File: src/rtl/mem_port_arbiter_pkg.sv
// Shared types for the I/D main-memory port arbiter.
// State and owner encodings plus beat-index width derivation.
package mem_port_arbiter_pkg;

    typedef enum logic [1:0] {
        IDLE  = 2'd0,
        BURST = 2'd1,
        DONE  = 2'd2
    } state_t;

    typedef enum logic {
        OWN_I = 1'b0,
        OWN_D = 1'b1
    } owner_t;

    function automatic int beat_w(input int lw);
        return (lw > 1) ? $clog2(lw) : 1;
    endfunction

endpackage

File: src/rtl/mem_port_rr_pick.sv
// Two-input round-robin picker for the memory port arbiter.
// On a tie the side that did not own the last burst wins.
module mem_port_rr_pick
    import mem_port_arbiter_pkg::*;
(
    input  logic   i_req,
    input  logic   d_req,
    input  owner_t last_owner,
    output logic   grant_valid,
    output owner_t grant_owner
);

    always_comb begin
        grant_valid = i_req | d_req;
        grant_owner = OWN_I;
        if (i_req && d_req) begin
            grant_owner = (last_owner == OWN_I) ? OWN_D : OWN_I;
        end else if (d_req) begin
            grant_owner = OWN_D;
        end
    end

endmodule

File: src/rtl/mem_port_arbiter.sv
// Line-burst arbiter sharing main memory between I and D refill sides.
// Optional perf counters: define MEM_PORT_ARBITER_PERF_EN.
module mem_port_arbiter
    import mem_port_arbiter_pkg::*;
#(
    parameter  int LINE_WORDS = 4,
    parameter  int ADDR_W     = 32,
    parameter  int DATA_W     = 32,
    localparam int BEAT_W     = beat_w(LINE_WORDS)
) (
    input  logic              clk,
    input  logic              rstn,
    input  logic              i_req,
    input  logic [ADDR_W-1:0] i_addr,
    output logic              i_rvalid,
    output logic [BEAT_W-1:0] i_beat,
    output logic              i_done,
    input  logic              d_req,
    input  logic              d_we,
    input  logic [ADDR_W-1:0] d_addr,
    input  logic [DATA_W-1:0] d_wdata,
    output logic              d_rvalid,
    output logic [BEAT_W-1:0] d_beat,
    output logic              d_done,
    output logic [DATA_W-1:0] rdata,
    output logic              mem_req,
    output logic              mem_we,
    output logic [ADDR_W-1:0] mem_addr,
    output logic [DATA_W-1:0] mem_wdata,
    input  logic [DATA_W-1:0] mem_rdata,
    input  logic              mem_ack,
    output logic [31:0]       perf_grants_i,
    output logic [31:0]       perf_grants_d,
    output logic [31:0]       perf_wait
);

    localparam int OFF_BITS = $clog2(LINE_WORDS) + 2;
    localparam logic [ADDR_W-1:0] OFF_MASK =
        ADDR_W'((64'd1 << OFF_BITS) - 64'd1);
    localparam logic [ADDR_W-1:0] STRIDE = ADDR_W'(DATA_W / 8);
    localparam logic [BEAT_W-1:0] LAST = BEAT_W'(LINE_WORDS - 1);

    state_t            state;
    state_t            state_d;
    owner_t            owner;
    owner_t            last_owner;
    owner_t            grant_owner;
    logic              grant_valid;
    logic              we_r;
    logic [ADDR_W-1:0] base_r;
    logic [BEAT_W-1:0] beat;
    logic              grant;
    logic              beat_ack;
    logic              last_beat;
    logic              owner_i;
    logic              owner_d;
    logic              rd_ack;

    mem_port_rr_pick u_pick (
        .i_req       (i_req),
        .d_req       (d_req),
        .last_owner  (last_owner),
        .grant_valid (grant_valid),
        .grant_owner (grant_owner)
    );

    assign grant     = (state == IDLE) && grant_valid;
    assign beat_ack  = (state == BURST) && mem_ack;
    assign last_beat = (beat == LAST);

    always_comb begin
        state_d = state;
        unique case (state)
            IDLE:    if (grant_valid) state_d = BURST;
            BURST:   if (mem_ack && last_beat) state_d = DONE;
            DONE:    state_d = IDLE;
            default: state_d = IDLE;
        endcase
    end

    always_ff @(posedge clk) begin
        if (!rstn) begin
            state <= IDLE;
        end else begin
            state <= state_d;
        end
    end

    always_ff @(posedge clk) begin
        if (!rstn) begin
            owner      <= OWN_I;
            last_owner <= OWN_D;
            we_r       <= 1'b0;
            base_r     <= '0;
            beat       <= '0;
        end else begin
            if (grant) begin
                owner  <= grant_owner;
                we_r   <= (grant_owner == OWN_D) && d_we;
                base_r <= ((grant_owner == OWN_D) ? d_addr : i_addr)
                          & ~OFF_MASK;
                beat   <= '0;
            end
            if (beat_ack && !last_beat) begin
                beat <= beat + BEAT_W'(1);
            end
            // beat only returns to zero on the way out of a burst
            if (state == DONE) begin
                last_owner <= owner;
                beat       <= '0;
            end
        end
    end

    assign owner_i = (state != IDLE) && (owner == OWN_I);
    assign owner_d = (state != IDLE) && (owner == OWN_D);
    assign rd_ack  = beat_ack && !we_r;

    assign mem_req   = (state == BURST);
    assign mem_we    = mem_req && we_r;
    assign mem_addr  = base_r + ADDR_W'(beat) * STRIDE;
    assign mem_wdata = mem_we ? d_wdata : '0;
    assign rdata     = mem_rdata;

    assign i_rvalid = rd_ack && (owner == OWN_I);
    assign d_rvalid = rd_ack && (owner == OWN_D);
    assign i_beat   = owner_i ? beat : '0;
    assign d_beat   = owner_d ? beat : '0;
    assign i_done   = (state == DONE) && (owner == OWN_I);
    assign d_done   = (state == DONE) && (owner == OWN_D);

`ifdef MEM_PORT_ARBITER_PERF_EN
    logic [31:0] cnt_gi;
    logic [31:0] cnt_gd;
    logic [31:0] cnt_wait;
    logic        waiting;

    assign waiting = (i_req && !owner_i) || (d_req && !owner_d);

    always_ff @(posedge clk) begin
        if (!rstn) begin
            cnt_gi   <= '0;
            cnt_gd   <= '0;
            cnt_wait <= '0;
        end else begin
            if (grant && grant_owner == OWN_I) cnt_gi <= cnt_gi + 32'd1;
            if (grant && grant_owner == OWN_D) cnt_gd <= cnt_gd + 32'd1;
            if (waiting) cnt_wait <= cnt_wait + 32'd1;
        end
    end

    assign perf_grants_i = cnt_gi;
    assign perf_grants_d = cnt_gd;
    assign perf_wait     = cnt_wait;
`else
    assign perf_grants_i = '0;
    assign perf_grants_d = '0;
    assign perf_wait     = '0;
`endif

endmodule

File: config.mk
export PLATFORM = sky130hd
export DESIGN_NAME = mem_port_arbiter
export DESIGN_NICKNAME = d
export VERILOG_FILES = /design/src/rtl/mem_port_arbiter_pkg.sv /design/src/rtl/mem_port_rr_pick.sv /design/src/rtl/mem_port_arbiter.sv
export SDC_FILE = /design/constraint.sdc
export NUM_CORES = 1
export LEC_CHECK = 0
export CAP_MARGIN = 20
export CORE_AREA = 5 5 127 129
export DETAILED_ROUTE_END_ITERATION = 10
export DIE_AREA = 0 0 132 134
export PLACE_DENSITY_LB_ADDON = 0.3
export SYNTH_ARGS = -nofsm -noshare
export SYNTH_HDL_FRONTEND = slang
export SYNTH_HIERARCHICAL = 1
export SYNTH_SLANG_ARGS = --single-unit
File: constraint.sdc
create_clock -name clk -period 3.7 [get_ports clk]
set_input_delay 0.74 -clock clk [delete_from_list [all_inputs] [get_ports clk]]
set_output_delay 0.74 -clock clk [all_outputs]
set_load 0.02 [all_outputs]
Word-level counts from Yosys, hierarchy flattened

Cells that the tools add are included.

Add/subtract/negate cells: 2
Equality and inequality tests: 5
Muxes and demuxes: 12
Bitwise operators: 3
Reduce and logical (&&, ||, !) cells: 21

Operators by type and width:

| operator                                              | count |
|---|---|
| 2-to-1 mux 32 bit                                     | 2 |
| adder 32 x 4 -> 32 bit                                | 1 |
| logical AND 1 bit                                     | 14 |
| 2-to-1 mux 2 bit                                      | 6 |
| == test 2 bit, second input constant                  | 2 |
| case mux 2 bit (2 select lines)                       | 1 |
| nonzero test 2 bit                                    | 2 |
| 2-to-1 mux 1 bit                                      | 3 |
| adder 2 x 1 -> 2 bit, second input constant           | 1 |
| == test 2 x 1 -> 1 bit, second input constant         | 1 |
| logical NOT 1 bit                                     | 2 |
| logical NOT 2 bit                                     | 1 |
| inequality test 2 x 1 -> 1 bit, second input constant | 1 |
| inequality test 2 bit, second input constant          | 1 |
| NOT 1 bit                                             | 2 |
| AND reduction 2 bit                                   | 1 |
| OR reduction 2 bit                                    | 1 |
| OR 1 bit                                              | 1 |

Flip-flop bits (word level): 35
Input bits: 134
Output and inout bits: 202

Depth between registers and ports, before layout

Word-level depth: 4
Depth in mapped cells: 6
Gate-level depth less buffers: 4

Modules after synthesis

The synthesis kept the hierarchy.

By module, submodules not included:

| module           | instances | cells an instance | area each (um^2) |
|---|---|---|---|
| mem_port_arbiter | 1         | 340               | 2,879.0 |
| mem_port_rr_pick | 1         | 2                 | 13.8 |

Least setup slack after synthesis

OpenSTA, ideal clock, no wires.

Kind: input to output
Start point: in mem_ack
End point: out d_rvalid
Arrival: 1,293 ps
Data required time: 2,960 ps
Setup slack: 1,667 ps
Stages: 2
Path buffers: 0
Path through: nand3b_4 nor3_1

Cells in the longest elaborated chain, start to end: 3

RTL lines:

| element           | RTL line                | source |
|---|---|---|
| start, declared   | mem_port_arbiter.sv:31  | `input logic mem_ack,` |
| logical AND 1 bit | mem_port_arbiter.sv:68  | `assign beat_ack = (state == BURST) && mem_ack;` |
| logical AND 1 bit | mem_port_arbiter.sv:117 | `assign rd_ack = beat_ack && !we_r;` |
| logical AND 1 bit | mem_port_arbiter.sv:126 | `assign d_rvalid = rd_ack && (owner == OWN_D);` |
| end, declared     | mem_port_arbiter.sv:22  | `output logic d_rvalid,` |

Every way passes these cells.

Final worst setup path

Ends and elaborated chain as after synthesis.

==> flow_summary_export.csv <==
group,metric,value,unit
run_status,status,"finished, final reports clean",
min_path,min_to,"base_r[11]",
worst_setup_path,critical-path-max-stage-delay,0.64,ns
logic_synthesis,synth_compound_area_share,11.5,%
clock_network,number_of_sinks_driven_by_the_clock_tree,35,
finish,drive_gt1_share,3.23,%
worst_setup_path,cpMostUsedCell,"clkdlybuf4s50_1",
die,initial_utilization,19.4,%
logic_synthesis,synth-edff-count,0,
route,routed-via-count,2416,
worst_setup_path,rr_endpoint,"base_r[26]",
placed_design,placement.setup.worst_slack,0.751,ns
logic_synthesis,syn_area_per_cell,8.46,um2
worst_setup_path,cp_data_arrival_time,2.19,ns
pwr,worst_voltage_drop_across_the_vdd_grid,226,uV
worst_setup_path,cp.required,2.96,ns
worst_setup_path,worst_setup_path_start_kind,"input port",
die,design.die.area,17700,um2
logic_synthesis,synth_sequential_area_ratio,24.2,%
clock_network,clk_path_buf_depth,2,
sta,report.final.setup_viol,0,
logic_synthesis,dominant_combinational_cell_family_by_area_after_synthesis,"buffers and inverters",
grt,leftover_overflow_at_the_end_of_global_routing,0,
sta,timing.fmax,341,MHz
logic_synthesis,synth_cells,342,
route,drc,0,
placed_design,io_buffers,165,
route,routed_len_inst,13.2,um
logic_synthesis,synth-xor-area-share,0,%
sta,worst_clock_skew,0.00312,ns
die,chip_height,134,um
sta,grt_setup_unrepaired,"no",
clock_network,htreeDepth,2,
route,detail-route-antenna-nets,0,
finish,multiInputGateArea,1500,um2
min_path,worst_hold_startpoint,"base_r[11]",
sta,final_period_minus_worst_setup_slack,2.93,ns
clock_network,holdBufCountCts,0,
worst_setup_path,setup.reg_to_reg.worst_slack,2.08,ns
sta,finalHoldViolCount,0,
logic_synthesis,yosysWarningCount,6,
placed_design,gp_routability_congestion,0.714,
logic_synthesis,synth_largest_type_area_fraction,34.0,%
logic_synthesis,yosys.area_share.simple,16.7,%
clock_network,post_cts.repair.setup_buffers,0,
worst_setup_path,startpoint,"mem_ack",
die,core_area,14900,um2
min_path,worstHoldPathCells,1,
sta,postLayoutSetupSlackWorst,0.771,ns
clock_network,cts.reportedPaths.clkPinSlew,0.05,ns
worst_setup_path,rr_startpoint,"last_owner",
placed_design,dp_hpwl,7290,um
worst_setup_path,cells_traversed_along_the_worst_timing_path,"clkdlybuf4s50_1 > nand3b_4 > nor3_1 > clkdlybuf4s50_1",
logic_synthesis,synthDistinctLibCells,31,
clock_network,cts_buffers,5,
sta,totalNegativeSetupSlack,0,ns
logic_synthesis,synth_ff_type,"dfxtp_1",
finish,regArea,701,um2
run,max_cap_viol_count,0,
route,routed_wirelength,8590,um
worst_setup_path,register_to_register_path_depth,5,
finish,nNetsFinal,601,
clock_network,clock_insertion_delay_worst_skew,0.28,ns
worst_setup_path,criticalPathCategory,"input port to output pin",
grt,antenna_violations_before_repair,0,
route,dr.first_iter.drc_count,44,
die,io-pin-count,336,
sta,report.final.slew_viol_count,0,
logic_synthesis,post_synth_fa_ha_maj_area_fraction,0.433,%
grt,grt_pass1_wl,12400,um
worst_setup_path,crit_path_max_fanout,7,
finish,synthToLayoutAreaGrowth,47.0,%
pwr,p_leak,0.00210,uW
logic_synthesis,synth_async_sr_flop_share,0,%
min_path,timing.hold.worst.class,"register to register",
sta,max_slew.worst_pin.slew,0.867,ns
grt,groute.usage.overall,8.59,%
logic_synthesis,synth-seq-cells,35,
grt,via_count_of_the_first_global_routing_pass,2325,
route,via_per_inst,3.70,
grt,grt_max_degree,59,
route,drtPass1Iterations,4,
logic_synthesis,syn-cell-area,2890,um2
worst_setup_path,end_kind,"output pin",
die,row_count,45,
clock_network,clk_root_buffer_cell,"clkbuf_16",
logic_synthesis,netlist_top_cells_area,"buf_4 (34%), dfxtp_1 (24%), mux2i_1 (9.7%)",
finish,n_antenna_cell,0,
finish,filler_cell_count,1626,
pwr,powerDensity,295,nW/um2
clock_network,tritoncts,"yes",
logic_synthesis,synthMuxAreaShare,9.69,%
sta,fin_crit_share,79.2,%
die,die_x,132,um
sta,max-slew-margin-rel,42.1,%
logic_synthesis,post_synthesis_cell_type_with_the_largest_combined_area,"buf_4",
clock_network,cts_resized,0,
worst_setup_path,timing.critical_path.slowest_stage_cell,"clkdlybuf4s50_1",
-- critical path: cells and delay by family --
| family | cells | cell delay (ns) |
|---|---|---|
| buffers and inverters | 2 | 1.17 |
| and+or+nand+nor | 2 | 0.28 |
-- area by class of cell --
class	count	area share, %
timing repair buffer	170	39.7
multi-input combinational	253	35.2
sequential	35	16.5
tap	188	5.53
clock buffer	6	3.03
inverter	1	0.0883
-- kinds of logic after synthesis --
| group | count (synthesis) |
|---|---|
| multiplexers | 28 |
| flip-flops | 35 |
| AND/OR/NAND/NOR | 90 |
| adder cells (fa/ha/maj) | 1 |
| other | 1 |
| buffers and inverters | 151 |
| AO/OA/AOI/OAI | 36 |
-- metrics by stage --
stage | area, um2 | hold WS (ns) | total power [uW] | utilization (%) | std cells
3_3_place_gp | 4120 | 0.479 | 869 | 27.6 | 647
6_report | 4250 | 0.493 | 1250 | 28.5 | 653
2_1_floorplan | 3260 | 0.439 | 808 | - | 439
4_1_cts | 4250 | 0.498 | 1270 | 28.5 | 653
5_1_grt | 4250 | 0.514 | 1320 | 28.5 | 653
3_5_place_dp | 4120 | 0.487 | 873 | 27.6 | 647
-- report_power, final --
group          leakage [uW]  switching (uW)  internal (uW)  total [uW]
combinational       0.00174             233            198         431
clock             0.0000628             147            242         388
sequential         0.000290            21.9            412         433
total               0.00210             402            852        1250
-- sequential cells by signal, indices dropped and copies added, names as in the netlist --
name        flops
we_r            1
last_owner      1
beat            2
base_r         28
owner           1
state           2
-- Yosys cell counts (all sizes together), types with 2 or more instances --
master  count
a21boi      3
a21oi       3
and3       34
buf       140
clkbuf     10
dfxtp      35
mux2i      28
nand2      36
nand3b      2
nor2        5
nor3        2
o211a      28
o211ai      2
or2         2
or3b        2
-- worst max path at each step --
stage	slack, ns	endpoint	depth (start not counted)
2_1_floorplan	1.67	d_rvalid	2
3_3_place_gp	0.77	i_rvalid	4
3_5_place_dp	0.75	d_rvalid	4
4_1_cts	0.75	d_rvalid	4
5_1_grt	0.64	i_rvalid	4
6_report	0.77	d_rvalid	4
-- layer usage --
metal	up-vias	track usage, %	part of all wire (%)
met1	1049	7.29	31
met4	0	2.74	1.2
li1	1165	-	-
met3	6	5.14	15
met2	196	16.5	53
met5	-	0	0
-- cell usage in the layout, fill, tap and decap left out, drive strengths merged --
master	synthesis	final
clkdlybuf4s50	0	165
conb	1	98
nand2	36	36
dfxtp	35	35
and3	34	34
mux2i	28	28
o211a	28	28
clkbuf	10	6
nor2	5	5
buf	140	5
a21oi	3	3
a21boi	3	3
nor3	2	2
o211ai	2	2
or2	2	2
nand3b	2	2
or3b	2	2
and2b	1	1
and2	1	1
inv	1	1
nand2b	1	1
nor3b	1	1
nand3	1	1
nor2b	1	1
or3	1	1
ha	1	1
Power figures use the tool's default switching activity.
